$ cat src/rtl/multi_cycle_datapath_pkg.sv
// Shared encodings between the multi-cycle datapath and its controller.
// Optional debug read port is enabled with DP_DEBUG_PORT_EN (see top/regfile).
package multi_cycle_datapath_pkg;

    localparam int XLEN = 32;

    typedef enum logic [2:0] {
        IMM_I = 3'b000,
        IMM_S = 3'b001,
        IMM_B = 3'b010,
        IMM_J = 3'b011,
        IMM_U = 3'b100
    } imm_src_e;

    typedef enum logic [1:0] {
        SRCA_PC    = 2'b00,
        SRCA_OLDPC = 2'b01,
        SRCA_A     = 2'b10,
        SRCA_ZERO  = 2'b11
    } src_a_e;

    typedef enum logic [1:0] {
        SRCB_B    = 2'b00,
        SRCB_IMM  = 2'b01,
        SRCB_FOUR = 2'b10,
        SRCB_ZERO = 2'b11
    } src_b_e;

    typedef enum logic [1:0] {
        RES_ALUOUT    = 2'b00,
        RES_DATA      = 2'b01,
        RES_ALURESULT = 2'b10,
        RES_IMM       = 2'b11
    } result_src_e;

    typedef enum logic [2:0] {
        ALU_ADD = 3'b000,
        ALU_SUB = 3'b001,
        ALU_AND = 3'b010,
        ALU_OR  = 3'b011,
        ALU_XOR = 3'b100,
        ALU_SLT = 3'b101,
        ALU_SLL = 3'b110,
        ALU_SRL = 3'b111
    } alu_ctl_e;

endpackage

$ cat src/rtl/multi_cycle_datapath_regfile.sv
// 32x32 register file, two combinational reads, one synchronous write, x0 hardwired to zero.
// With DP_DEBUG_PORT_EN defined a third read port (dbg_raddr/dbg_rdata) is added.
module regfile
    import multi_cycle_datapath_pkg::*;
(
    input  logic            clk,
    input  logic            rst,
    input  logic [4:0]      raddr1,
    input  logic [4:0]      raddr2,
    output logic [XLEN-1:0] rdata1,
    output logic [XLEN-1:0] rdata2,
`ifdef DP_DEBUG_PORT_EN
    input  logic [4:0]      dbg_raddr,
    output logic [XLEN-1:0] dbg_rdata,
`endif
    input  logic            we,
    input  logic [4:0]      waddr,
    input  logic [XLEN-1:0] wdata
);

    logic [XLEN-1:0] regs [32];

    // NOTE: this array is cleared by reset, so it maps to flops rather than a RAM macro;
    // a RAM-backed file would need an explicit clearing sequence instead.
    always_ff @(posedge clk) begin
        if (!rst) begin
            for (int i = 0; i < 32; i++) begin
                regs[i] <= '0;
            end
        end else if (we && (waddr != 5'd0)) begin
            regs[waddr] <= wdata;
        end
    end

    // Reads see the pre-edge contents: a same-cycle write is visible only next cycle.
    assign rdata1 = (raddr1 == 5'd0) ? '0 : regs[raddr1];
    assign rdata2 = (raddr2 == 5'd0) ? '0 : regs[raddr2];

`ifdef DP_DEBUG_PORT_EN
    assign dbg_rdata = (dbg_raddr == 5'd0) ? '0 : regs[dbg_raddr];
`endif

endmodule

$ cat src/rtl/multi_cycle_datapath.sv
// Multi-cycle RV32-style datapath: holding registers, regfile, inline ALU and immediate extender.
// Defining DP_DEBUG_PORT_EN adds a debug regfile read port (dbg_raddr/dbg_rdata).
module multi_cycle_datapath
    import multi_cycle_datapath_pkg::*;
#(
    parameter logic [XLEN-1:0] RESET_PC = 32'h0000_0000
) (
    input  logic            clk,
    input  logic            rst,
    input  logic [2:0]      ImmSrc,
    input  logic [1:0]      ALUSrcA,
    input  logic [1:0]      ALUSrcB,
    input  logic [1:0]      ResultSrc,
    input  logic            AddrSrc,
    input  logic [2:0]      ALUControl,
    input  logic            IRWrite,
    input  logic            RegWrite,
    input  logic            MemWrite,
    input  logic            PCWrite,
    output logic [6:0]      op,
    output logic [2:0]      funct3,
    output logic [6:0]      funct7,
    output logic            zero,
`ifdef DP_DEBUG_PORT_EN
    input  logic [4:0]      dbg_raddr,
    output logic [XLEN-1:0] dbg_rdata,
`endif
    output logic [XLEN-1:0] mem_addr,
    output logic [XLEN-1:0] mem_wdata,
    output logic            mem_we,
    input  logic [XLEN-1:0] mem_rdata
);

    logic [XLEN-1:0] pc, old_pc, ir, data, a, b, alu_out;
    logic [XLEN-1:0] rd1, rd2, imm_ext, src_a, src_b, alu_result, result;

    regfile u_regfile (
        .clk    (clk),
        .rst    (rst),
        .raddr1 (ir[19:15]),
        .raddr2 (ir[24:20]),
        .rdata1 (rd1),
        .rdata2 (rd2),
`ifdef DP_DEBUG_PORT_EN
        .dbg_raddr (dbg_raddr),
        .dbg_rdata (dbg_rdata),
`endif
        .we     (RegWrite),
        .waddr  (ir[11:7]),
        .wdata  (result)
    );

    // NOTE: every always_comb assigns its outputs a default first, so no path leaves a latch.
    always_comb begin
        imm_ext = '0;
        case (ImmSrc)
            IMM_I:   imm_ext = {{20{ir[31]}}, ir[31:20]};
            IMM_S:   imm_ext = {{20{ir[31]}}, ir[31:25], ir[11:7]};
            IMM_B:   imm_ext = {{20{ir[31]}}, ir[7], ir[30:25], ir[11:8], 1'b0};
            IMM_J:   imm_ext = {{12{ir[31]}}, ir[19:12], ir[20], ir[30:21], 1'b0};
            IMM_U:   imm_ext = {ir[31:12], 12'b0};
            default: imm_ext = '0;
        endcase
    end

    always_comb begin
        src_a = '0;
        case (ALUSrcA)
            SRCA_PC:    src_a = pc;
            SRCA_OLDPC: src_a = old_pc;
            SRCA_A:     src_a = a;
            default:    src_a = '0;
        endcase
    end

    always_comb begin
        src_b = '0;
        case (ALUSrcB)
            SRCB_B:    src_b = b;
            SRCB_IMM:  src_b = imm_ext;
            SRCB_FOUR: src_b = 32'd4;
            default:   src_b = '0;
        endcase
    end

    always_comb begin
        alu_result = '0;
        case (ALUControl)
            ALU_ADD: alu_result = src_a + src_b;
            ALU_SUB: alu_result = src_a - src_b;
            ALU_AND: alu_result = src_a & src_b;
            ALU_OR:  alu_result = src_a | src_b;
            ALU_XOR: alu_result = src_a ^ src_b;
            ALU_SLT: alu_result = {{(XLEN-1){1'b0}}, $signed(src_a) < $signed(src_b)};
            ALU_SLL: alu_result = src_a << src_b[4:0];
            ALU_SRL: alu_result = src_a >> src_b[4:0];
            default: alu_result = '0;
        endcase
    end

    always_comb begin
        result = '0;
        case (ResultSrc)
            RES_ALUOUT:    result = alu_out;
            RES_DATA:      result = data;
            RES_ALURESULT: result = alu_result;
            default:       result = imm_ext;
        endcase
    end

    // NOTE: state uses non-blocking assignments so OldPC samples the pre-edge PC
    // even when PCWrite and IRWrite fire on the same edge.
    always_ff @(posedge clk) begin
        if (!rst) begin
            pc      <= RESET_PC;
            old_pc  <= '0;
            ir      <= '0;
            data    <= '0;
            a       <= '0;
            b       <= '0;
            alu_out <= '0;
        end else begin
            if (PCWrite) begin
                pc <= result;
            end
            if (IRWrite) begin
                ir     <= mem_rdata;
                old_pc <= pc;
            end
            data    <= mem_rdata;
            a       <= rd1;
            b       <= rd2;
            alu_out <= alu_result;
        end
    end

    assign op        = ir[6:0];
    assign funct3    = ir[14:12];
    assign funct7    = ir[31:25];
    assign zero      = (alu_result == '0);
    assign mem_addr  = AddrSrc ? result : pc;
    assign mem_wdata = b;
    assign mem_we    = MemWrite;

endmodule

$ cat config.mk
export PLATFORM = sky130hd
export DESIGN_NAME = multi_cycle_datapath
export DESIGN_NICKNAME = d
export VERILOG_FILES = /design/src/rtl/multi_cycle_datapath_pkg.sv /design/src/rtl/multi_cycle_datapath_regfile.sv /design/src/rtl/multi_cycle_datapath.sv
export SDC_FILE = /design/constraint.sdc
export NUM_CORES = 2
export LEC_CHECK = 0
export BUFFER_PORTS_ARGS = -buffer_cell sky130_fd_sc_hd__buf_2
export CAP_MARGIN = 10
export CORE_UTILIZATION = 50
export CTS_CLUSTER_DIAMETER = 30
export DETAILED_ROUTE_END_ITERATION = 8
export GPL_TIMING_DRIVEN = 0
export PLACE_DENSITY_LB_ADDON = 0.05
export SLEW_MARGIN = 40
export SYNTH_ARGS = -nofsm -noshare
export SYNTH_HDL_FRONTEND = slang
export SYNTH_SLANG_ARGS = --single-unit
$ cat constraint.sdc
create_clock -name clk -period 16.7 [get_ports clk]
set_input_delay 0.835 -clock clk [delete_from_list [all_inputs] [get_ports clk]]
set_output_delay 0.835 -clock clk [all_outputs]
set_load 0.05 [all_outputs]
==> results.toml <==
[cts]
cts.sinks = 1248
cts_setup_buffers = 0
ctsHoldBuffers = 0
clk-insertion-delay-late_ps = 950
cts_tree = "built"
htreeDepth = 5
cts-root-buf = "clkbuf_16"
numCtsBuffers = 301
path_clk_slew_ps = 50
cts_buffer_depth = 4
cts_resized = 0

[timing]
skew_ps = 109
fmax_mhz = 91.4
final_hold_viol_count = 0
hold_ws_ps = 129
rsz0062_at_grt = "false"
maxSlewViolCount = 0
slew_headroom_pct = 25.7
finalSetupViolations = 0
worst_slack_ps = 5760
period_minus_slack_ps = 10940
fin_crit_sh_pct = 65.5
worst_pin_slew_ps = 1080
setup_tns_ps = 0

[outcome]
violations = "design-rule violations"
status = "finished, violations left"

[hold_path]
holdPathStages = 2
hold_start = "mem_rdata[8]"
hp-class = "in2reg"
min_to = "data[8]"

[worst_setup_path]
cp_common_cell = "buf_2"
cp_top_family = "compound AO/OA/AOI/OAI gates"
slowest_stage = "clkbuf_1"
rr_endpoint = "u_regfile.regs[15][31]"
worst-setup-path-type = "reg2out"
r2r_start = "ir[20]"
crit_buf_inv = 8
slowest_delay_ps = 770
arrival_ps = 10100
crit_chain = "clkbuf_1, nand2b_1, mux2i_1, a31o_2, buf_2, buf_1, buf_1, buf_2, ha_1, clkbuf_1, a21o_1, a2111oi_2, o311a_1, nor3_1, a2111oi_1, o41a_1, o21bai_1, a211oi_1, o21ai_0, a21oi_2, or2_2, buf_2, mux2i_1, buf_2"
reg2reg_depth = 23
reg2reg_slack_ps = 7060
worst_setup_path_start_kind = "register"
end_kind = "primary output"
crit_fanout = 10
cp.required_ps = 15870

[yosys]
synth.most_common_cell = "nor2_1"
synth_top_cell_by_area = "edfxtp_1"
synthFlopType = "edfxtp_1"
synth_cell_types = 92
syn_inst = 5799
synth.area.top_cells = "edfxtp_1, mux4_2, nor2_1, dfxtp_1, mux2i_1"
synth_edf_count = 1024
synthArstFlopShare_pct = 0
netlist_area_um2 = 70000
avgSynthCellArea_um2 = 12.1
synthTopCellsByCount = "nor2_1, edfxtp_1, mux4_2, mux2i_1, clkbuf_1"
yosysSeqAreaShare_pct = 50.3
yosys_warnings = 0
synth_top_area_share_pct = 43.9
synth_seq_cells = 1248

[global_routing]
grt_pass1_wl_mm = 490
grt.total_usage_pct = 52.2
grt_pass1_vias = 57600
grt_max_degree = 33
grt_overflow = 0
antenna_found_initial = 31

[flow_run]
drv_cap = 0

[drt]
dr.first_iter.drc_count = 10600
drcViolationCount = 5
viasPerCell = 7.20
vias = 61000
drt_pass1_iterations = 9
routed_wl_mm = 373
drtAntennaViolNets = 0
avgRoutedWirePerCell_um = 44.0

[cells_and_area]
nNetsFinal = 6513
areaGrowthSynthToFinish_pct = 23.3
seq_area_um2 = 35200
multiInputGateArea_um2 = 32900
drive_gt1_share_pct = 27.0
fin_util_pct = 62.5
final_cells = 8472
fill_cells = 11000

[die]
die_x_um = 376
initial_core_util_pct = 50.7
fp-row-count = 136
die_area_um2 = 141000
die_h_um = 376
fp.coreArea_um2 = 138000
ioPinCount = 134

[place]
place.gp.congestion = 1.09
io_buffers = 124
dp_hpwl_mm = 275
placed_cells = 7918
place_ws_ps = 6690

[power_and_ir_drop]
p_sw_share_pct = 29.2
pwr-share-seq_pct = 32.1
combinationalPowerShare_pct = 16.5
p_leak_nw = 31.9
pwr-share-clk_pct = 51.3
p_int_mw = 7.93
p_switching_mw = 3.27
vdd_drop_max_mv = 0.139
powerDensity_nw_per_um2 = 130
[cell families (layout without fill, tap and decap cells)]
group / count (synthesis) / after routing / share of synthesized area [%]
compound gates: 811 / 811 / 8.12
xor+xnor: 27 / 27 / 0.365
fa+ha+maj: 99 / 99 / 1.79
buf+inv: 722 / 1477 / 4.17
flops: 1248 / 1248 / 50.3
mux: 1049 / 1049 / 24.2
other cells: 1 / 56 / 0.00536
simple gates: 1842 / 1842 / 11.0
[layout by cell type, fill, tap and decap left out, types with 25 or more instances in the layout]
master	count
dfxtp_1	224
mux4_2	497
buf_4	32
mux2i_1	412
a211oi_1	57
buf_16	42
o211ai_1	43
nor2_1	1314
clkbuf_2	143
clkbuf_16	310
o221ai_1	60
a211o_1	27
clkinv_1	35
a221oi_1	34
nor3_1	50
o22ai_1	88
buf_2	250
mux2_2	122
and2_1	53
edfxtp_1	1024
inv_1	148
conb_1	32
buf_12	35
nand3_1	42
nand2_4	31
or3_1	26
clkinv_2	47
a22o_1	27
nor2b_1	25
a21oi_1	145
o21ai_0	82
clkbuf_1	284
clkinvlp_4	38
nor4_1	29
bufinv_16	31
ha_1	97
nand2_1	163
[power groups by stage]
| stage | registers (mW) | clock network, mW | logic [mW] |
|---|---|---|---|
| after floorplan | 3.63 | 0 | 0.870 |
| after global placement | 3.64 | 0 | 1.62 |
| after detailed placement | 3.64 | 0 | 1.72 |
| after CTS | 3.59 | 5.69 | 1.72 |
| after global routing | 3.60 | 5.85 | 1.82 |
| final | 3.60 | 5.75 | 1.85 |
[flip-flops by register name, summed over array words and instances, names as in the netlist]
signal	count
u_regfile.regs	1024
a	32
alu_out	32
data	32
ir	32
mem_wdata	32
old_pc	32
pc	32
[through the flow]
step	total power, mW	area (um2)
6_report	11.2	86300
5_1_grt	11.3	86200
4_1_cts	11.0	86000
3_5_place_dp	5.36	76200
3_3_place_gp	5.26	73100
2_1_floorplan	4.50	70100
[metal layers]
metal | part of all wire [%] | global-route usage (%) | vias up
met4 | 13 | 53.7 | 30
met1 | 31 | 57.9 | 30000
li1 | - | - | 23100
met3 | 15 | 22.7 | 1848
met5 | 0.15 | 2.30 | -
met2 | 41 | 72.8 | 6004
[worst reg2reg max path, stage by stage (launching register included)]
cell      delay, ps
dfxtp_1         300
clkbuf_2        540
clkbuf_2        590
buf_2           620
clkbuf_2        580
buf_2           560
buf_2           680
a21oi_1         140
or3_1           440
ha_1            320
clkbuf_1        550
nand3_1         230
nor2_1          230
nand4_1         110
o21ai_0         140
a31oi_1         170
a21oi_1         390
a311oi_1        160
mux2i_1         200
xnor2_1          80
a21oi_1         620
mux4_2          860
clkbuf_1        690
nor2_1           90
[area by class of cell]
| type | count | area share [%] |
|---|---|---|
| sequential | 1248 | 40.8 |
| clock inverter | 174 | 2.09 |
| antenna | 24 | 0.0696 |
| timing repair buffer | 230 | 3.18 |
| multi-input combinational | 3860 | 38.1 |
| clock buffer | 351 | 9.31 |
| inverter | 154 | 0.676 |
| buffer | 568 | 3.03 |
| tap | 1863 | 2.70 |
[worst max path at each step]
| stage | start | endpoint | slack [ps] | cells after the start |
|---|---|---|---|---|
| 6_report | ir[22] | mem_addr[30] | 5760 | 24 |
| 2_1_floorplan | ImmSrc[0] | zero | 9220 | 22 |
| 4_1_cts | ir[22] | mem_addr[30] | 6140 | 24 |
| 5_1_grt | ir[22] | mem_addr[30] | 5780 | 24 |
| 3_3_place_gp | ir[20] | mem_addr[30] | 4990 | 21 |
| 3_5_place_dp | ImmSrc[0] | mem_addr[30] | 6690 | 24 |
(Power assumes the default switching activity.)
